==> src/rtl/jpeg_spi_slave_if.sv <==
// jpeg_spi_slave_if
// SPI mode-0 slave (MSB first) sitting behind the JPEG byte streamer.
// sclk/cs_n/mosi are oversampled in the clk domain; a command byte selects
// between streaming encoded bytes (rd_req/rd_data prefetch), returning a
// status byte, or ignoring the rest of the transaction.
//
// Streamer handshake: rd_req is a one-clk request pulse with no back-pressure.
// rd_data is valid from the clk after rd_req and is held by the streamer until
// the next rd_req; this block captures it two clk after the pulse.
//
// dbg_state_o encoding: 0 IDLE, 1 CMD, 2 STREAM, 3 STATUS, 4 IGNORE.
module jpeg_spi_slave_if #(
   parameter logic [7:0] CMD_READ    = 8'h03,
   parameter logic [7:0] CMD_STATUS  = 8'h05,
   parameter int         SYNC_STAGES = 2,
   parameter int         CNT_W       = 17
) (
   input  logic             clk,
   input  logic             reset_n,
   input  logic             sclk,
   input  logic             cs_n,
   input  logic             mosi,
   output logic             miso,
   output logic             rd_req,
   input  logic [7:0]       rd_data,
   input  logic             je_done,
   output logic             data_ready,
   output logic [CNT_W-1:0] byte_cnt,
   output logic [2:0]       dbg_state_o
);

   typedef enum logic [2:0] {
      ST_IDLE   = 3'd0,
      ST_CMD    = 3'd1,
      ST_STREAM = 3'd2,
      ST_STATUS = 3'd3,
      ST_IGNORE = 3'd4
   } state_t;

   // ------------------------------------------------------------------
   // Input synchronisers plus one history flop per signal
   // ------------------------------------------------------------------
   logic [SYNC_STAGES-1:0] sclk_sync_q;
   logic [SYNC_STAGES-1:0] cs_sync_q;
   logic [SYNC_STAGES-1:0] mosi_sync_q;
   logic                   sclk_hist_q;
   logic                   cs_hist_q;
   logic                   mosi_hist_q;

   logic sclk_s;
   logic cs_s;
   logic sclk_rise;
   logic sclk_fall;
   logic cs_fall;
   logic mosi_bit;

   // Shift the asynchronous pins through the synchroniser chains. The cs_n
   // chain resets to "selected" so that a cs_n already held low at reset
   // release never looks like a fresh fall; it must go high first.
   always_ff @(posedge clk or negedge reset_n) begin
      if (!reset_n) begin
         sclk_sync_q <= '0;
         cs_sync_q   <= '0;
         mosi_sync_q <= '0;
         sclk_hist_q <= 1'b0;
         cs_hist_q   <= 1'b0;
         mosi_hist_q <= 1'b0;
      end else begin
         sclk_sync_q <= {sclk_sync_q[SYNC_STAGES-2:0], sclk};
         cs_sync_q   <= {cs_sync_q[SYNC_STAGES-2:0], cs_n};
         mosi_sync_q <= {mosi_sync_q[SYNC_STAGES-2:0], mosi};
         sclk_hist_q <= sclk_sync_q[SYNC_STAGES-1];
         cs_hist_q   <= cs_sync_q[SYNC_STAGES-1];
         mosi_hist_q <= mosi_sync_q[SYNC_STAGES-1];
      end
   end

   assign sclk_s    = sclk_sync_q[SYNC_STAGES-1];
   assign cs_s      = cs_sync_q[SYNC_STAGES-1];
   assign sclk_rise = sclk_s & ~sclk_hist_q;
   assign sclk_fall = ~sclk_s & sclk_hist_q;
   assign cs_fall   = ~cs_s & cs_hist_q;
   // mosi is stable across the whole sclk low phase, so the copy one clk
   // older than the sclk edge detector is a safe sample point.
   assign mosi_bit  = mosi_hist_q;

   // ------------------------------------------------------------------
   // Protocol state
   // ------------------------------------------------------------------
   state_t           state_q, state_d;
   logic [2:0]       bit_cnt_q, bit_cnt_d;
   logic [6:0]       rx_sr_q, rx_sr_d;
   logic [7:0]       tx_sr_q, tx_sr_d;
   logic             miso_q, miso_d;
   logic             rd_req_q, rd_req_d;
   logic             load_q, load_d;
   logic             data_ready_q, data_ready_d;
   logic [CNT_W-1:0] byte_cnt_q, byte_cnt_d;
   logic [7:0]       rx_byte;
   logic             clr_ready;

   // Next-state, shift-register and output decode for the SPI FSM.
   always_comb begin
      state_d      = state_q;
      bit_cnt_d    = bit_cnt_q;
      rx_sr_d      = rx_sr_q;
      tx_sr_d      = tx_sr_q;
      miso_d       = miso_q;
      rd_req_d     = 1'b0;
      load_d       = rd_req_q;
      byte_cnt_d   = byte_cnt_q;
      clr_ready    = 1'b0;
      data_ready_d = data_ready_q;
      rx_byte      = {rx_sr_q, mosi_bit};

      case (state_q)
         ST_IDLE: begin
            miso_d    = 1'b0;
            tx_sr_d   = '0;
            bit_cnt_d = '0;
            if (cs_fall) begin
               state_d    = ST_CMD;
               rx_sr_d    = '0;
               byte_cnt_d = '0;
            end
         end

         ST_CMD: begin
            if (sclk_rise) begin
               bit_cnt_d = bit_cnt_q + 3'd1;
               rx_sr_d   = rx_byte[6:0];
               if (bit_cnt_q == 3'd7) begin
                  if (rx_byte == CMD_READ) begin
                     state_d  = ST_STREAM;
                     rd_req_d = 1'b1;
                  end else if (rx_byte == CMD_STATUS) begin
                     state_d = ST_STATUS;
                     tx_sr_d = {7'b0, data_ready_q};
                  end else begin
                     state_d = ST_IGNORE;
                  end
               end
            end
         end

         ST_STREAM: begin
            if (sclk_rise) begin
               bit_cnt_d = bit_cnt_q + 3'd1;
               // Byte boundary: count it and prefetch the following byte.
               if (bit_cnt_q == 3'd7) begin
                  if (byte_cnt_q != '1) begin
                     byte_cnt_d = byte_cnt_q + 1'b1;
                  end
                  rd_req_d = 1'b1;
               end
            end
            if (sclk_fall) begin
               miso_d  = tx_sr_q[7];
               tx_sr_d = {tx_sr_q[6:0], 1'b0};
            end
            if (load_q) begin
               tx_sr_d = rd_data;
            end
         end

         ST_STATUS: begin
            if (sclk_rise) begin
               bit_cnt_d = bit_cnt_q + 3'd1;
               if (bit_cnt_q == 3'd7) begin
                  tx_sr_d = {7'b0, data_ready_q};
               end
            end
            if (sclk_fall) begin
               miso_d  = tx_sr_q[7];
               tx_sr_d = {tx_sr_q[6:0], 1'b0};
            end
         end

         ST_IGNORE: begin
            miso_d = 1'b0;
            if (sclk_rise) begin
               bit_cnt_d = bit_cnt_q + 3'd1;
            end
         end

         default: begin
            state_d = ST_IDLE;
         end
      endcase

      // Deselect aborts from any state; a partial byte is simply dropped
      // and an already-issued prefetch is left consumed.
      if (cs_s && (state_q != ST_IDLE)) begin
         state_d   = ST_IDLE;
         miso_d    = 1'b0;
         tx_sr_d   = '0;
         bit_cnt_d = '0;
         if ((state_q == ST_STREAM) && (byte_cnt_d != '0)) begin
            clr_ready = 1'b1;
         end
      end

      // A frame announced in the same clk as the clear must not be lost.
      if (je_done) begin
         data_ready_d = 1'b1;
      end else if (clr_ready) begin
         data_ready_d = 1'b0;
      end
   end

   // Register the FSM state, shift registers, counters and outputs.
   always_ff @(posedge clk or negedge reset_n) begin
      if (!reset_n) begin
         state_q      <= ST_IDLE;
         bit_cnt_q    <= '0;
         rx_sr_q      <= '0;
         tx_sr_q      <= '0;
         miso_q       <= 1'b0;
         rd_req_q     <= 1'b0;
         load_q       <= 1'b0;
         data_ready_q <= 1'b0;
         byte_cnt_q   <= '0;
      end else begin
         state_q      <= state_d;
         bit_cnt_q    <= bit_cnt_d;
         rx_sr_q      <= rx_sr_d;
         tx_sr_q      <= tx_sr_d;
         miso_q       <= miso_d;
         rd_req_q     <= rd_req_d;
         load_q       <= load_d;
         data_ready_q <= data_ready_d;
         byte_cnt_q   <= byte_cnt_d;
      end
   end

   assign miso        = miso_q;
   assign rd_req      = rd_req_q;
   assign data_ready  = data_ready_q;
   assign byte_cnt    = byte_cnt_q;
   assign dbg_state_o = state_q;

endmodule
==> config.mk <==
export PLATFORM = sky130hd
export DESIGN_NAME = jpeg_spi_slave_if
export DESIGN_NICKNAME = d
export VERILOG_FILES = /design/src/rtl/jpeg_spi_slave_if.sv
export SDC_FILE = /design/constraint.sdc
export NUM_CORES = 1
export LEC_CHECK = 0
export CORE_MARGIN = 5
export CORE_UTILIZATION = 50
export CTS_BUF_LIST = sky130_fd_sc_hd__clkbuf_8
export DETAILED_ROUTE_END_ITERATION = 10
export PLACE_DENSITY = 0.78
export SLEW_MARGIN = 20
export SYNTH_ARGS = -nofsm -noshare
export SYNTH_HDL_FRONTEND = slang
export SYNTH_SLANG_ARGS = --single-unit
==> constraint.sdc <==
create_clock -name clk -period 2.8 [get_ports clk]
set_clock_uncertainty 0.1 [all_clocks]
set_input_delay 0.28 -clock clk [delete_from_list [all_inputs] [get_ports clk]]
set_output_delay 0.28 -clock clk [all_outputs]
set_load 0.02 [all_outputs]
==> summary.log, run 1 <==
qor: critical_path.timing.critical_path.slowest_stage_cell sky130_fd_sc_hd__dfrtp_1
qor: yosys.synth-seq-area-share 0.468
qor: clock_network.clock_tree.buffer_depth 2
qor: yosys.synth.top_cells.by_area sky130_fd_sc_hd__dfrtp_1 47%, sky130_fd_sc_hd__o21ai_0 4.8%, sky130_fd_sc_hd__nand2_1 4.3%
qor: yosys.synth_top_cell_by_area sky130_fd_sc_hd__dfrtp_1
qor: yosys.netlist_instances 290
qor: sta.highest_clock_rate 0.377 GHz
qor: placement.place.gp.congestion 0.928
qor: placement.post_detail_place_hpwl 4770 um
qor: finish.final_layout_size_suffix_gt1_frac 0.150
qor: critical_path.crit_fanout 14
qor: yosys.synthTopCellsByCount 51 x sky130_fd_sc_hd__dfrtp_1, 31 x sky130_fd_sc_hd__nand2_1, 28 x sky130_fd_sc_hd__nor2_1
qor: critical_path.worst_r2r_startpoint dbg_state_o[2]
qor: detailed_routing.total_routed_length 6630 um
qor: yosys.synth-async-reset-ratio 1.00
qor: finish.final_net_count 352
qor: grt.grt_antenna_before_repair 0
qor: critical_path.timing.critical_path.mode_cell sky130_fd_sc_hd__nor2_1
qor: detailed_routing.routed_via_density 6.03
qor: finish.fillCellCount 430
qor: detailed_routing.via_count 2437
qor: critical_path.critPathTopFamily simple AND/OR/NAND/NOR gates
qor: grt.via_count_of_the_first_global_routing_pass 2336
qor: clock_network.number_of_buffers_created_by_cts 5
qor: sta.worst-slew-pin-transition 0.482 ns
qor: placement.pre_cts_slack 0.126 ns
qor: sta.layout_min_cycle_time 2.65 ns
qor: floorplan.design.core.area 5200 sq um
qor: placement.placement.io_buffers 36
qor: clock_network.clk_transition_reported_paths 0.09 ns
qor: detailed_routing.post-route-drc-count 0
qor: detailed_routing.drtPass1Iterations 4
qor: floorplan.die_width 83.9 um
qor: sta.final_min_period_over_clock_period 0.948
qor: power.max-vdd-ir-drop 0.353 mV
qor: clock_network.cts_tree done
qor: floorplan.number_of_core_rows 26
qor: power.p_leak 1.41 nW
qor: critical_path.worst_path_largest_cell_delay 0.54 ns
qor: critical_path.timing.critical_path.required 2.91 ns
qor: min_path.hold_path.startpoint mosi_sync_q[1]
qor: finish.regArea 1280 sq um
qor: detailed_routing.drtIter0Drc 198
qor: grt.first_pass_grt_wire_length 11300 um
qor: floorplan.die_h 83.9 um
qor: grt.grt_use_total 0.195
qor: grt.grt_overflow 0
qor: flow_run.max_cap_violations 0
qor: floorplan.dieArea 7030 sq um
qor: critical_path.worst_setup_path_startpoint dbg_state_o[2]
qor: yosys.synth.distinct_cells 51
qor: yosys.synth_top_area_frac 0.468
qor: sta.finalSetupViolations 0
qor: critical_path.startpoint_type register
qor: clock_network.clock-sinks 51
qor: floorplan.initial_core_util 0.524
qor: finish.multi_input_area 1410 sq um
qor: finish.fin_area 3350 sq um
qor: sta.fin_setup_tns 0 ns
qor: yosys.number_of_synthesized_register_bits 51
qor: sta.final-hold-violation-count 0
qor: yosys.syn-cell-area 2730 sq um
qor: yosys.synth_ff_type sky130_fd_sc_hd__dfrtp_1
qor: floorplan.boundaryPins 37
qor: critical_path.path_buf_inv 1
qor: grt.grt_start_max_net_pins 29
qor: yosys.yosys_warnings 0
qor: min_path.worstHoldPathType reg -> reg
qor: yosys.synth-edff-count 0
qor: sta.slew-limit-headroom 0.678
qor: clock_network.h-tree-depth 2
qor: power.cellPowerDensity 538 nW/um^2
qor: finish.n_antenna_cell 0
qor: status.outcome completed
qor: yosys.cell_with_the_most_instances_after_synthesis sky130_fd_sc_hd__dfrtp_1
qor: detailed_routing.routedWlPerCell 16.4 um
qor: sta.final-max-slew-violation-count 0
qor: finish.area_growth 22.8%
qor: detailed_routing.number_of_routed_nets_with_antenna_violations 0
qor: critical_path.setup.worst_path.end_class register
qor: clock_network.clock_latency_on_the_worst_skew_pair 0.30 ns
qor: sta.finalWorstSetupSlack 0.145 ns
qor: clock_network.cts_root_buf sky130_fd_sc_hd__clkbuf_8
qor: yosys.mapped_avg_cell_area 9.41 sq um
qor: critical_path.critical_path.cell_chain nor2_1 -> o21ai_0 -> buf_4 -> nor2_1 -> o221ai_1 -> nor4_1 -> nand4_1 -> o41ai_2
qor: sta.hold_slack 0.258 ns
qor: critical_path.worst_ep_arrival_time 2.76 ns
qor: critical_path.critPathKind reg -> reg
qor: placement.dpl_cell_area 3210 sq um
qor: yosys.syn-num-nets 309
## flip-flops by register name, indices dropped and copies added (netlist names)
signal,cells
bit_cnt_q,3
byte_cnt,17
cs_hist_q,1
cs_sync_q,2
data_ready,1
dbg_state_o,3
load_q,1
miso,1
mosi_bit,1
mosi_sync_q,2
rd_req,1
rx_sr_q,7
sclk_hist_q,1
sclk_sync_q,2
tx_sr_q,8
## logic make-up after synthesis
| kind of cell | after synthesis | synth area share |
|---|---|---|
| xor gates and xnor gates | 2 | 0.00642 |
| muxes | 14 | 0.0560 |
| buffers and inverters | 21 | 0.0307 |
| and+or+nand+nor | 118 | 0.221 |
| adders and majority gates | 5 | 0.0229 |
| AOI/OAI and AO/OA | 79 | 0.195 |
| DFF | 51 | 0.468 |
## per-layer routing
metal,track usage,part of all wire
met5,0,0
met4,0.0541,0.014
met3,0.0434,0.067
met2,0.296,0.46
met1,0.280,0.46
## cell type report
type / instances / area share
Multi-Input combinational cell: 219 / 0.420
Sequential cell: 51 / 0.381
Timing Repair Buffer: 51 / 0.140
Tap cell: 70 / 0.0261
Clock buffer: 5 / 0.0205
Clock inverter: 3 / 0.00598
Inverter: 5 / 0.00560
## report_power, final
group	internal (mW)	leakage [nW]	switching [mW]
combinational	0.216	0.692	0.316
sequential	0.790	0.680	0.0602
clock	0.174	0.0402	0.247
total	1.18	1.41	0.623
## per-stage QoR
stage	cells	util	power, mW
5_1_grt	404	0.644	1.92
6_report	404	0.644	1.80
2_1_floorplan	290	-	1.21
3_5_place_dp	393	0.616	1.39
3_3_place_gp	393	0.616	1.37
4_1_cts	402	0.635	1.81
## layout by cell type (no fill, tap or decap), drive strengths merged, types with 2 or more instances in the layout
cell / n
buf: 15
nor3: 13
a31oi: 6
a211oi: 6
o31ai: 4
o221ai: 2
a31o: 2
nor4: 4
clkbuf: 5
nor2b: 4
a22oi: 7
and3: 6
mux2i: 4
nor2: 28
nand2: 31
and2: 3
nand3b: 2
o41ai: 2
ha: 5
o21a: 2
inv: 5
or2: 2
a41oi: 3
clkinvlp: 2
o21ai: 26
nand3: 10
nand2b: 3
a21oi: 13
mux2: 10
clkdlybuf4s50: 35
nand4: 7
dfrtp: 51
## path summary, 6_finish.rpt
| path | to | slack [ns] | cells after the start |
|---|---|---|---|
| max | data_ready | 0.15 | 8 |
| min | mosi_bit | 0.26 | 0 |
| max reg2reg | data_ready | 0.15 | 8 |
| min reg2reg | mosi_bit | 0.26 | 0 |
| max in group asynchronous | byte_cnt[1] | 1.92 | 3 |
| min in group asynchronous | byte_cnt[11] | 0.40 | 3 |
## timing repair
action,4_1_cts,5_1_grt
setup buffers,0,1
resized for setup,0,6
setup endpoints to repair,0,1
hold buffers,1,0
hold endpoints to repair,51,0
Power figures use the tool's default switching activity.
==> run 2: changes to the inputs <==
--- a/config.mk
+++ b/config.mk
@@ -5,6 +5,7 @@
 export SDC_FILE = /design/constraint.sdc
 export NUM_CORES = 1
 export LEC_CHECK = 0
+export CORE_ASPECT_RATIO = 1.5
 export CORE_MARGIN = 5
 export CORE_UTILIZATION = 50
 export CTS_BUF_LIST = sky130_fd_sc_hd__clkbuf_8
==> constraint.sdc (replaced) <==
create_clock -name clk -period 2.8 [get_ports clk]
set_clock_uncertainty 0.1 [all_clocks]
set_input_delay 0.28 -clock clk [delete_from_list [all_inputs] [get_ports clk]]
set_output_delay 0.28 -clock clk [all_outputs]
set_load 0.005 [all_outputs]
==> run 2 against run 1 <==
Against the previous run:
- combinational power is 2% lower
- via count is 0.53% lower
- setup slack got worse by 0.017 ns
- flip-flop and latch count did not move
- wire length up 3.6%
- die area increased by 0.43%
- critical path depth unchanged
- design area is essentially flat
- non-clock buffer count did not move
- worst hold slack got worse by 0.0035 ns
- first-iteration DRC count fell by 25%
- largest power group unchanged
==> summary.log, run 2 (synthesized netlist as in run 1, its figures left out) <==
qor: sta.final-hold-violation-count 0
qor: finish.multi_input_area 1390 sq um
qor: critical_path.critPathKind reg -> reg
qor: finish.n_antenna_cell 0
qor: critical_path.worst_r2r_startpoint byte_cnt[1]
qor: power.power_frac_seq 0.461
qor: grt.grt.met2_usage 0.361
qor: detailed_routing.post-route-drc-count 0
qor: sta.grt_setup_unrepaired false
qor: critical_path.critical_path.cell_chain ha_1 -> and3_1 -> and3_1 -> a211oi_4 -> a21oi_1 -> a211o_1 -> nand3b_1 -> o41ai_2
qor: floorplan.die_h 100 um
qor: floorplan.dieArea 7060 sq um
qor: sta.highest_clock_rate 0.374 GHz
qor: detailed_routing.via_count 2424
qor: sta.fin_setup_tns 0 ns
qor: finish.final_net_count 351
qor: critical_path.worst_path_largest_cell_delay 0.48 ns
qor: min_path.hold_path.startpoint mosi_sync_q[1]
qor: grt.grt_start_max_net_pins 52
qor: grt.first_pass_grt_wire_length 11700 um
qor: flow_run.max_cap_violations 0
qor: critical_path.worst_setup_path_startpoint byte_cnt[1]
qor: sta.slew-limit-headroom 0.577
qor: grt.grt_use_total 0.207
qor: clock_network.cts_root_buf sky130_fd_sc_hd__clkbuf_8
qor: finish.postLayoutCoreUtil 0.624
qor: finish.largest_register_ffs 17
qor: sta.finalWorstSetupSlack 0.128 ns
qor: sta.final-max-slew-violation-count 0
qor: critical_path.timing.critical_path.slowest_stage_cell sky130_fd_sc_hd__a211oi_4
qor: detailed_routing.drtPass1Iterations 4
qor: critical_path.path_buf_inv 0
qor: floorplan.number_of_core_rows 33
qor: sta.worst-slew-pin-transition 0.635 ns
qor: grt.grt_antenna_before_repair 0
qor: critical_path.critPathTopFamily compound AO/OA/AOI/OAI gates
qor: finish.fillCellCount 478
qor: critical_path.timing.critical_path.required 2.91 ns
qor: clock_network.h-tree-depth 2
qor: placement.placement.io_buffers 36
qor: floorplan.boundaryPins 37
qor: power.power.share.combinational 0.287
qor: power.p_leak 1.43 nW
qor: critical_path.crit_fanout 10
qor: detailed_routing.total_routed_length 6870 um
qor: clock_network.cts_tree done
qor: placement.post_detail_place_hpwl 4960 um
qor: finish.area_growth 22.8%
qor: grt.grtUsageMet3 0.0369
qor: finish.layout.cells.most_common_list 50 x sky130_fd_sc_hd__dfrtp_1, 35 x sky130_fd_sc_hd__clkdlybuf4s50_1, 31 x sky130_fd_sc_hd__nand2_1, 28 x sky130_fd_sc_hd__nor2_1, 26 x sky130_fd_sc_hd__o21ai_0
qor: placement.place.gp.congestion 0.927
qor: critical_path.startpoint_type register
qor: power.clock_power_share 0.252
qor: status.outcome completed
qor: power.max-vdd-ir-drop 0.288 mV
qor: finish.final_common_cell sky130_fd_sc_hd__dfrtp_1
qor: min_path.worstHoldPathType reg -> reg
qor: sta.finalSetupViolations 0
qor: floorplan.design.core.area 5370 sq um
qor: power.total_switching_power 0.584 mW
qor: critical_path.setup.worst_path.end_class register
qor: clock_network.number_of_buffers_created_by_cts 5
qor: floorplan.die_width 70.3 um
qor: grt.gr-usage-met1 0.239
qor: grt.grt_overflow 0
qor: detailed_routing.routedWlPerCell 17.0 um
qor: finish.regArea 1280 sq um
qor: placement.pre_cts_slack 0.122 ns
qor: sta.final_min_period_over_clock_period 0.954
qor: detailed_routing.drtIter0Drc 149
qor: power.cellPowerDensity 542 nW/um^2
qor: sta.layout_min_cycle_time 2.67 ns
qor: floorplan.initial_core_util 0.508
qor: finish.final_layout_size_suffix_gt1_frac 0.144
qor: critical_path.timing.critical_path.mode_cell sky130_fd_sc_hd__and3_1
qor: power.power_report.internal_total 1.23 mW
qor: clock_network.clock_latency_on_the_worst_skew_pair 0.31 ns
qor: clock_network.clock_tree.buffer_depth 2
qor: clock_network.clk_transition_reported_paths 0.09 ns
qor: power.switching_share 0.322
qor: critical_path.worst_ep_arrival_time 2.78 ns
qor: detailed_routing.routed_via_density 6.01
qor: clock_network.cts_setup_buffers 0
qor: clock_network.clock-sinks 51
qor: grt.grt-busiest-layer met2
qor: grt.via_count_of_the_first_global_routing_pass 2476
qor: detailed_routing.number_of_routed_nets_with_antenna_violations 0
## run 2: changes by cell type in the layout (fill, tap and decap cells not counted)
cell	previous run	this run
sky130_fd_sc_hd__clkinv_2	1	0
sky130_fd_sc_hd__clkbuf_8	5	7
sky130_fd_sc_hd__inv_1	5	6
sky130_fd_sc_hd__clkinvlp_4	2	0
sky130_fd_sc_hd__a211oi_2	1	0
## run 2: power groups by stage
| stage | clock, mW | combinational [mW] | sequential (mW) |
|---|---|---|---|
| after detailed placement | 0 | 0.524 | 0.851 |
| after CTS | 0.466 | 0.526 | 0.837 |
| final | 0.458 | 0.521 | 0.836 |
| after global routing | 0.496 | 0.589 | 0.844 |
| after floorplan | 0 | 0.356 | 0.835 |
| after global placement | 0 | 0.513 | 0.848 |
## run 2: worst paths after layout
kind	to	slack, ns	depth (start not counted)
worst max register to register	data_ready	0.13	8
min in group asynchronous	byte_cnt[7]	0.50	3
worst min-delay path	mosi_bit	0.25	0
worst max-delay path	data_ready	0.13	8
worst min register to register	mosi_bit	0.25	0
max in group asynchronous	byte_cnt[1]	1.62	3
## run 2: what timing repair did
action	in CTS	in global routing
hold endpoints to repair	22	0
resized for setup	0	6
hold buffers	1	0
setup endpoints to repair	0	1
## run 2: worst register-to-register path, delay by kind of cell (launching register included)
family,cells,cell delay (ns)
AOI/OAI and AO/OA,4,1.14
DFF,1,0.45
adders and majority gates,1,0.24
and+or+nand+nor,3,0.64
## run 2: layout make-up
class	instances	area share
clock inverter	1	0.00112
multi-input combinational	218	0.416
timing repair buffer	51	0.141
inverter	5	0.00561
clock buffer	7	0.0288
tap	70	0.0262
sequential	51	0.382
## run 2: metal layers
metal,vias to the layer above,share of wire
li1,1158,-
met1,1181,0.39
met2,71,0.54
met3,14,0.046
met4,0,0.023
met5,-,0
## run 2: per-stage QoR
| step | instance area [sq um] | total power, mW | hold WS, ns | instances |
|---|---|---|---|---|
| floorplan | 2730 | 1.19 | -0.116 | 290 |
| global placement | 3220 | 1.36 | 0.235 | 394 |
| detailed placement | 3220 | 1.38 | 0.235 | 394 |
| CTS | 3330 | 1.83 | 0.255 | 403 |
| global route | 3350 | 1.93 | 0.269 | 403 |
| finish | 3350 | 1.82 | 0.255 | 403 |
==> run 3: changes to the inputs <==
--- a/config.mk
+++ b/config.mk
@@ -11,7 +11,6 @@
 export CTS_BUF_LIST = sky130_fd_sc_hd__clkbuf_8
 export DETAILED_ROUTE_END_ITERATION = 10
 export PLACE_DENSITY = 0.78
-export SLEW_MARGIN = 20
 export SYNTH_ARGS = -nofsm -noshare
 export SYNTH_HDL_FRONTEND = slang
 export SYNTH_SLANG_ARGS = --single-unit
==> results of run 3 <==
Final layout, timing and power as in run 2 (identical DEF).
